==> src/rtl/serial_adder_pkg.sv <==
// Shared types and limits for the bit-serial adder.
// Optional signed-overflow output is enabled with SERIAL_ADDER_OVF_EN.
package serial_adder_pkg;

    typedef enum logic [1:0] {
        IDLE  = 2'd0,
        SHIFT = 2'd1,
        DONE  = 2'd2
    } state_t;

    localparam int WIDTH_MIN = 1;
    localparam int WIDTH_MAX = 64;

endpackage

==> src/rtl/serial_adder_if.sv <==
// Operand/result handshake bundle for serial_adder (ovf only with SERIAL_ADDER_OVF_EN).
// Both sides are valid/ready: a transfer happens on a rising edge where valid and ready are both high.
interface serial_adder_if #(
    parameter int WIDTH = 8
);
    logic             in_valid;
    logic             in_ready;
    logic [WIDTH-1:0] a;
    logic [WIDTH-1:0] b;
    logic             cin;
    logic             out_valid;
    logic             out_ready;
    logic [WIDTH-1:0] sum;
    logic             cout;
`ifdef SERIAL_ADDER_OVF_EN
    logic             ovf;

    modport slave (
        input  in_valid, a, b, cin, out_ready,
        output in_ready, out_valid, sum, cout, ovf
    );
    modport master (
        output in_valid, a, b, cin, out_ready,
        input  in_ready, out_valid, sum, cout, ovf
    );
`else
    modport slave (
        input  in_valid, a, b, cin, out_ready,
        output in_ready, out_valid, sum, cout
    );
    modport master (
        output in_valid, a, b, cin, out_ready,
        input  in_ready, out_valid, sum, cout
    );
`endif
endinterface

==> src/rtl/serial_adder_full_adder.sv <==
// Single-bit full-adder cell, reused as the per-bit datapath of serial_adder.
module full_adder (
    input  logic a,
    input  logic b,
    input  logic cin,
    output logic sum,
    output logic cout
);
    assign sum  = a ^ b ^ cin;
    assign cout = (a & b) | (cin & (a ^ b));
endmodule

==> src/rtl/serial_adder.sv <==
// Bit-serial adder: one full-adder cell plus carry flop, LSB first, one bit per clock.
// Define SERIAL_ADDER_OVF_EN to add the signed-overflow output and its carry-into-MSB flop.
module serial_adder
    import serial_adder_pkg::*;
#(
    parameter int WIDTH = 8
) (
    input  logic          clk,
    input  logic          rst_n,
    serial_adder_if.slave bus,
    output state_t        state_o
);
    localparam int CW = $clog2(WIDTH + 1);
    localparam logic [CW-1:0] LAST = CW'(WIDTH - 1);

    if (WIDTH < WIDTH_MIN || WIDTH > WIDTH_MAX) begin : g_bad_width
        $error("serial_adder: WIDTH out of range");
    end

    state_t           state_q, state_d;
    logic [WIDTH-1:0] a_sh_q, a_sh_d;
    logic [WIDTH-1:0] b_sh_q, b_sh_d;
    logic [WIDTH-1:0] sum_sh_q, sum_sh_d;
    logic             carry_q, carry_d;
    logic [CW-1:0]    cnt_q, cnt_d;
    logic             fa_sum, fa_cout;
    logic             in_ready, out_valid;
`ifdef SERIAL_ADDER_OVF_EN
    logic             cmsb_q, cmsb_d;
`endif

    full_adder u_fa (
        .a    (a_sh_q[0]),
        .b    (b_sh_q[0]),
        .cin  (carry_q),
        .sum  (fa_sum),
        .cout (fa_cout)
    );

    always_ff @(posedge clk or negedge rst_n) begin
        if (!rst_n) begin
            state_q  <= IDLE;
            a_sh_q   <= '0;
            b_sh_q   <= '0;
            sum_sh_q <= '0;
            carry_q  <= 1'b0;
            cnt_q    <= '0;
`ifdef SERIAL_ADDER_OVF_EN
            cmsb_q   <= 1'b0;
`endif
        end else begin
            state_q  <= state_d;
            a_sh_q   <= a_sh_d;
            b_sh_q   <= b_sh_d;
            sum_sh_q <= sum_sh_d;
            carry_q  <= carry_d;
            cnt_q    <= cnt_d;
`ifdef SERIAL_ADDER_OVF_EN
            cmsb_q   <= cmsb_d;
`endif
        end
    end

    always_comb begin
        state_d   = state_q;
        a_sh_d    = a_sh_q;
        b_sh_d    = b_sh_q;
        sum_sh_d  = sum_sh_q;
        carry_d   = carry_q;
        cnt_d     = cnt_q;
        in_ready  = 1'b0;
        out_valid = 1'b0;
`ifdef SERIAL_ADDER_OVF_EN
        cmsb_d    = cmsb_q;
`endif
        case (state_q)
            IDLE: begin
                in_ready = 1'b1;
                if (bus.in_valid) begin
                    a_sh_d  = bus.a;
                    b_sh_d  = bus.b;
                    carry_d = bus.cin;
                    cnt_d   = '0;
                    state_d = SHIFT;
                end
            end
            SHIFT: begin
                a_sh_d   = a_sh_q >> 1;
                b_sh_d   = b_sh_q >> 1;
                // New sum bit enters at the MSB so bit 0 ends up at the LSB after WIDTH shifts.
                sum_sh_d = sum_sh_q >> 1;
                sum_sh_d[WIDTH-1] = fa_sum;
                carry_d  = fa_cout;
                cnt_d    = cnt_q + CW'(1);
                if (cnt_q == LAST) begin
                    state_d = DONE;
`ifdef SERIAL_ADDER_OVF_EN
                    cmsb_d  = carry_q;
`endif
                end
            end
            DONE: begin
                out_valid = 1'b1;
                if (bus.out_ready) begin
                    state_d = IDLE;
                end
            end
            default: state_d = IDLE;
        endcase
    end

    assign bus.in_ready  = in_ready;
    assign bus.out_valid = out_valid;
    assign bus.sum       = sum_sh_q;
    assign bus.cout      = carry_q;
`ifdef SERIAL_ADDER_OVF_EN
    assign bus.ovf       = cmsb_q ^ carry_q;
`endif
    assign state_o       = state_q;

endmodule

==> src/flat_wrapper.sv <==
// flat-port wrapper written by rule: the top's interface ports become plain ports
module serial_adder_flat import serial_adder_pkg::*;
#(
    parameter int WIDTH = 8
)
  (clk, rst_n, state_o, bus_in_valid, bus_a, bus_b, bus_cin, bus_out_ready, bus_in_ready, bus_out_valid, bus_sum, bus_cout);
  serial_adder_if #(.WIDTH(WIDTH)) bus_i ();
  input  logic clk;
  input  logic rst_n;
  output state_t state_o;
  input wire logic [$bits(bus_i.in_valid)-1:0] bus_in_valid;
  input wire logic [$bits(bus_i.a)-1:0] bus_a;
  input wire logic [$bits(bus_i.b)-1:0] bus_b;
  input wire logic [$bits(bus_i.cin)-1:0] bus_cin;
  input wire logic [$bits(bus_i.out_ready)-1:0] bus_out_ready;
  output wire logic [$bits(bus_i.in_ready)-1:0] bus_in_ready;
  output wire logic [$bits(bus_i.out_valid)-1:0] bus_out_valid;
  output wire logic [$bits(bus_i.sum)-1:0] bus_sum;
  output wire logic [$bits(bus_i.cout)-1:0] bus_cout;
  assign bus_i.in_valid = bus_in_valid;
  assign bus_i.a = bus_a;
  assign bus_i.b = bus_b;
  assign bus_i.cin = bus_cin;
  assign bus_i.out_ready = bus_out_ready;
  assign bus_in_ready = bus_i.in_ready;
  assign bus_out_valid = bus_i.out_valid;
  assign bus_sum = bus_i.sum;
  assign bus_cout = bus_i.cout;
  serial_adder #(.WIDTH(WIDTH)) u_core (.clk(clk), .rst_n(rst_n), .bus(bus_i), .state_o(state_o));
endmodule
==> config.mk <==
export PLATFORM = sky130hd
export DESIGN_NAME = serial_adder_flat
export DESIGN_NICKNAME = d
export VERILOG_FILES = /design/src/rtl/serial_adder_pkg.sv /design/src/rtl/serial_adder_if.sv /design/src/rtl/serial_adder_full_adder.sv /design/src/rtl/serial_adder.sv /design/src/flat_wrapper.sv
export SDC_FILE = /design/constraint.sdc
export NUM_CORES = 1
export LEC_CHECK = 0
export CELL_PAD_IN_SITES_DETAIL_PLACEMENT = 1
export CELL_PAD_IN_SITES_GLOBAL_PLACEMENT = 2
export CORE_UTILIZATION = 31
export DETAILED_ROUTE_END_ITERATION = 10
export PLACE_DENSITY_LB_ADDON = 0.15
export SLEW_MARGIN = 20
export SYNTH_ARGS = -nofsm -noshare
export SYNTH_HDL_FRONTEND = slang
export SYNTH_SLANG_ARGS = --single-unit
==> constraint.sdc <==
create_clock -name clk -period 1.5 [get_ports clk]
set_input_delay 0.3 -clock clk [delete_from_list [all_inputs] [get_ports clk]]
set_output_delay 0.3 -clock clk [all_outputs]
set_load 0.05 [all_outputs]
==> results.md <==
* RSZ-0062 raised after global routing: no
* Overall Power at 4.43 mW
* Placed cell area at 2040 um2
* Die X-Extent at 69.7 um
* First DRT Iteration DRCs at 61
* Crit Path Class: reg -> out
* Max Transition Viols Final at 0
* Non-Filler Instances at 230
* Clock sink count at 31
* Share of the synthesized area in the top cell type at 54.5%
* First-pass GRT wire length at 6.42 mm
* Pre-CTS setup slack at -0.0678 ns
* Max clock buf depth at 2
* Initial Utilization at 32.4%
* Clk_skew at 0.00217 ns
* H-Tree Depth at 2
* All-Layer GR Usage at 16.7%
* Max Cap Viol at 0
* Pwr dens at 2050 nW/um2
* Sequential share of the synthesized area at 54.5%
* Post-Syn Area at 1420 um2
* Largest net degree at the start of global routing at 32
* Worst-Skew Late Latency at 0.27 ns
* Yosys warnings at 0
* Flop pwr share at 34.4%
* Count of cells resized by post-cts repair at 0
* Max_slew headroom at 79.8%
* Final ANT Viol Nets at 0
* Part of the power in combinational logic at 49.3%
* I/O pin cnt at 34
* RePlAce Congestion at 0.803
* Clock Power Share at 16.3%
* N_diodes at 0
* Worst R2R End: u_core.bus.sum[0]
* Nets at 200
* Fin crit share at 96.2%
* R2R depth at 4
* Max stage delay on crit path at 0.40 ns
* Yosys reg bits at 31
* WP data arrival at 1.14 ns
* CTS tree: done
* Worst path slowest cell: dfrtp_2
* Ranking of synthesized cells by area: dfrtp_1 55%, a22oi_1 7.9%, nor2b_1 6.6%
* Switching Power at 1.71 mW
* Setup violators final at 0
* Final instance area at 2160 um2
* Yosys cell types at 23
* IO buf count at 33
* Max Clk Rate at 0.693 GHz
* Critical Path Sink Type: output pin
* GRT Residual Overflow at 0
* Initial antenna violation count at 0
* Critical Path RT at 1.20 ns
* Most common flop cell mapped by yosys: dfrtp_1
* Top-count cell post-synth: dfrtp_1
* Async S/R FF share, synth at 100%
* Placed Cells incl. Taps at 219
* Largest area contributor in the netlist: dfrtp_1
* Fraction of layout cells with a size suffix above 1 at 25.3%
* EDFF count, synth at 0
* CORE AREA at 4380 um2
* CP Launch Type: flip-flop
* R2R setup slack at 0.13 ns
* Setup ws final at 0.0576 ns
* Max VDD drop at 0.00103 V
* Minimum clock period at 1.44 ns
* R2r startpoint: u_core.state_o[1]
* Hold Path Class: in -> async
* CP max FO at 4
* Die Span Y at 69.7 um
* Status: finished, final reports clean
* Post-route DRC at 0
* Fillers at 461
* Leakage power at 0.930 nW
* Synthesized area per cell at 11.1 um2
* Most common library cells after synthesis: 31 x dfrtp_1, 15 x a22oi_1, 15 x nor2b_1
* Sw frac at 38.6%
* Cts bufs inserted at 5
* FP Rows at 24
* DP HPWL at 2.54 mm
* Total wire length at 3.55 mm
* Root Driver: clkbuf_8
* Final Hold Viols at 0
* Worst-path clk slew at 0.06 ns
* DRT Pass-1 Iters at 4
* Die Area at 4860 um2
* Layout area overhead at 52.0%
* Worst Tran Pin Value at 0.303 ns
* DR WL/cell at 15.4 um
* Mapped Cells at 128
* P_int at 2.72 mW
* Via density at 5.22
* Vias in the first global route at 1323
* DR vias at 1201
* Cell Chain, Critical Path: buf_4 -> nor2b_2 -> buf_12
* Syn Nets at 151
how the worst max path moves through the flow:
stage | startpoint | to | cells past startpoint
floorplan | u_core.state_o[1] | u_core.state_o[1] | 3
global placement | bus_in_valid | u_core.a_sh_q[7] | 4
detailed placement | bus_in_valid | u_core.cnt_q[3] | 5
CTS | u_core.state_o[0] | bus_out_valid | 2
global route | u_core.state_o[1] | bus_in_ready | 3
finish | u_core.state_o[1] | bus_out_valid | 3
cell usage in the layout, fill, tap and decap left out:
| master | instances |
|---|---|
| dfrtp_1 | 28 |
| clkdlybuf4s50_1 | 20 |
| buf_4 | 17 |
| a22oi_1 | 15 |
| nor2b_1 | 14 |
| o21ai_0 | 14 |
| buf_12 | 14 |
| a21oi_1 | 10 |
| mux2_1 | 8 |
| nand2_1 | 7 |
| clkbuf_8 | 7 |
| dfrtp_2 | 3 |
| nor2_1 | 2 |
| mux2_2 | 2 |
| a22o_1 | 2 |
| a32o_1 | 2 |
| nand3_1 | 2 |
| nor2_4 | 1 |
| nor2b_2 | 1 |
| o21bai_1 | 1 |
| inv_1 | 1 |
| a41oi_1 | 1 |
| a41o_1 | 1 |
| o211ai_1 | 1 |
| o21ai_1 | 1 |
| fa_1 | 1 |
| ha_1 | 1 |
| clkbuf_1 | 1 |
metrics by stage:
stage	setup TNS, ns	utilization, %	hold slack (ns)
after floorplan	0	-	0.00441
after global placement	-0.0592	46.5	0.474
after detailed placement	-0.594	46.5	0.481
after CTS	0	49.0	0.391
after global routing	0	49.3	0.408
final	0	49.3	0.385
critical path, delay by kind of cell, from the launching register on:
family | cells | cell delay, ns
buffers and inverters | 2 | 0.30
DFF | 1 | 0.40
and+or+nand+nor | 1 | 0.17
cells by family (layout without fill, tap and decap cells):
| family | Yosys count | count (layout) | share of synthesized area (%) |
|---|---|---|---|
| and+or+nand+nor | 27 | 27 | 9.94 |
| muxes | 10 | 10 | 7.92 |
| adders and majority gates | 2 | 2 | 2.29 |
| buffers and inverters | 10 | 60 | 3.61 |
| DFF | 31 | 31 | 54.5 |
| AOI/OAI and AO/OA | 48 | 48 | 21.7 |
routing by layer:
metal | vias to the layer above | routed length, um | track usage, %
met3 | 4 | 155 | 3.92
li1 | 564 | - | -
met1 | 604 | 1540 | 21.3
met5 | - | 0 | 0
met4 | 0 | 36 | 4.67
met2 | 29 | 1820 | 28.4
registers in the layout, summed over array words and instances, names as in the netlist:
| signal | flops |
|---|---|
| u_core.a_sh_q | 8 |
| u_core.b_sh_q | 8 |
| u_core.bus.sum | 8 |
| u_core.cnt_q | 4 |
| u_core.state_o | 2 |
| u_core.bus.cout | 1 |
power by group through the flow:
stage / logic [mW] / clock network (mW) / registers (mW)
5_1_grt: 2.35 / 0.785 / 1.57
6_report: 2.18 / 0.720 / 1.52
2_1_floorplan: 0.825 / 0 / 1.83
4_1_cts: 2.18 / 0.745 / 1.54
3_3_place_gp: 2.09 / 0 / 1.54
3_5_place_dp: 2.14 / 0 / 1.57
cell type report:
| class | instances | area, um2 | area share [%] |
|---|---|---|---|
| multi-input combinational | 87 | 606 | 28.0 |
| sequential | 31 | 779 | 36.1 |
| clock buffer | 8 | 100 | 4.63 |
| timing repair buffer | 51 | 608 | 28.1 |
| inverter | 1 | 3.75 | 0.174 |
| tap | 52 | 65.1 | 3.01 |
repair_timing:
| item | 4_1_cts | 5_1_grt |
|---|---|---|
| setup buffers | 1 | 2 |
| hold buffers | 0 | 0 |
| setup endpoints to repair | 1 | 11 |
No activity file was read; power rests on OpenSTA's default activity.
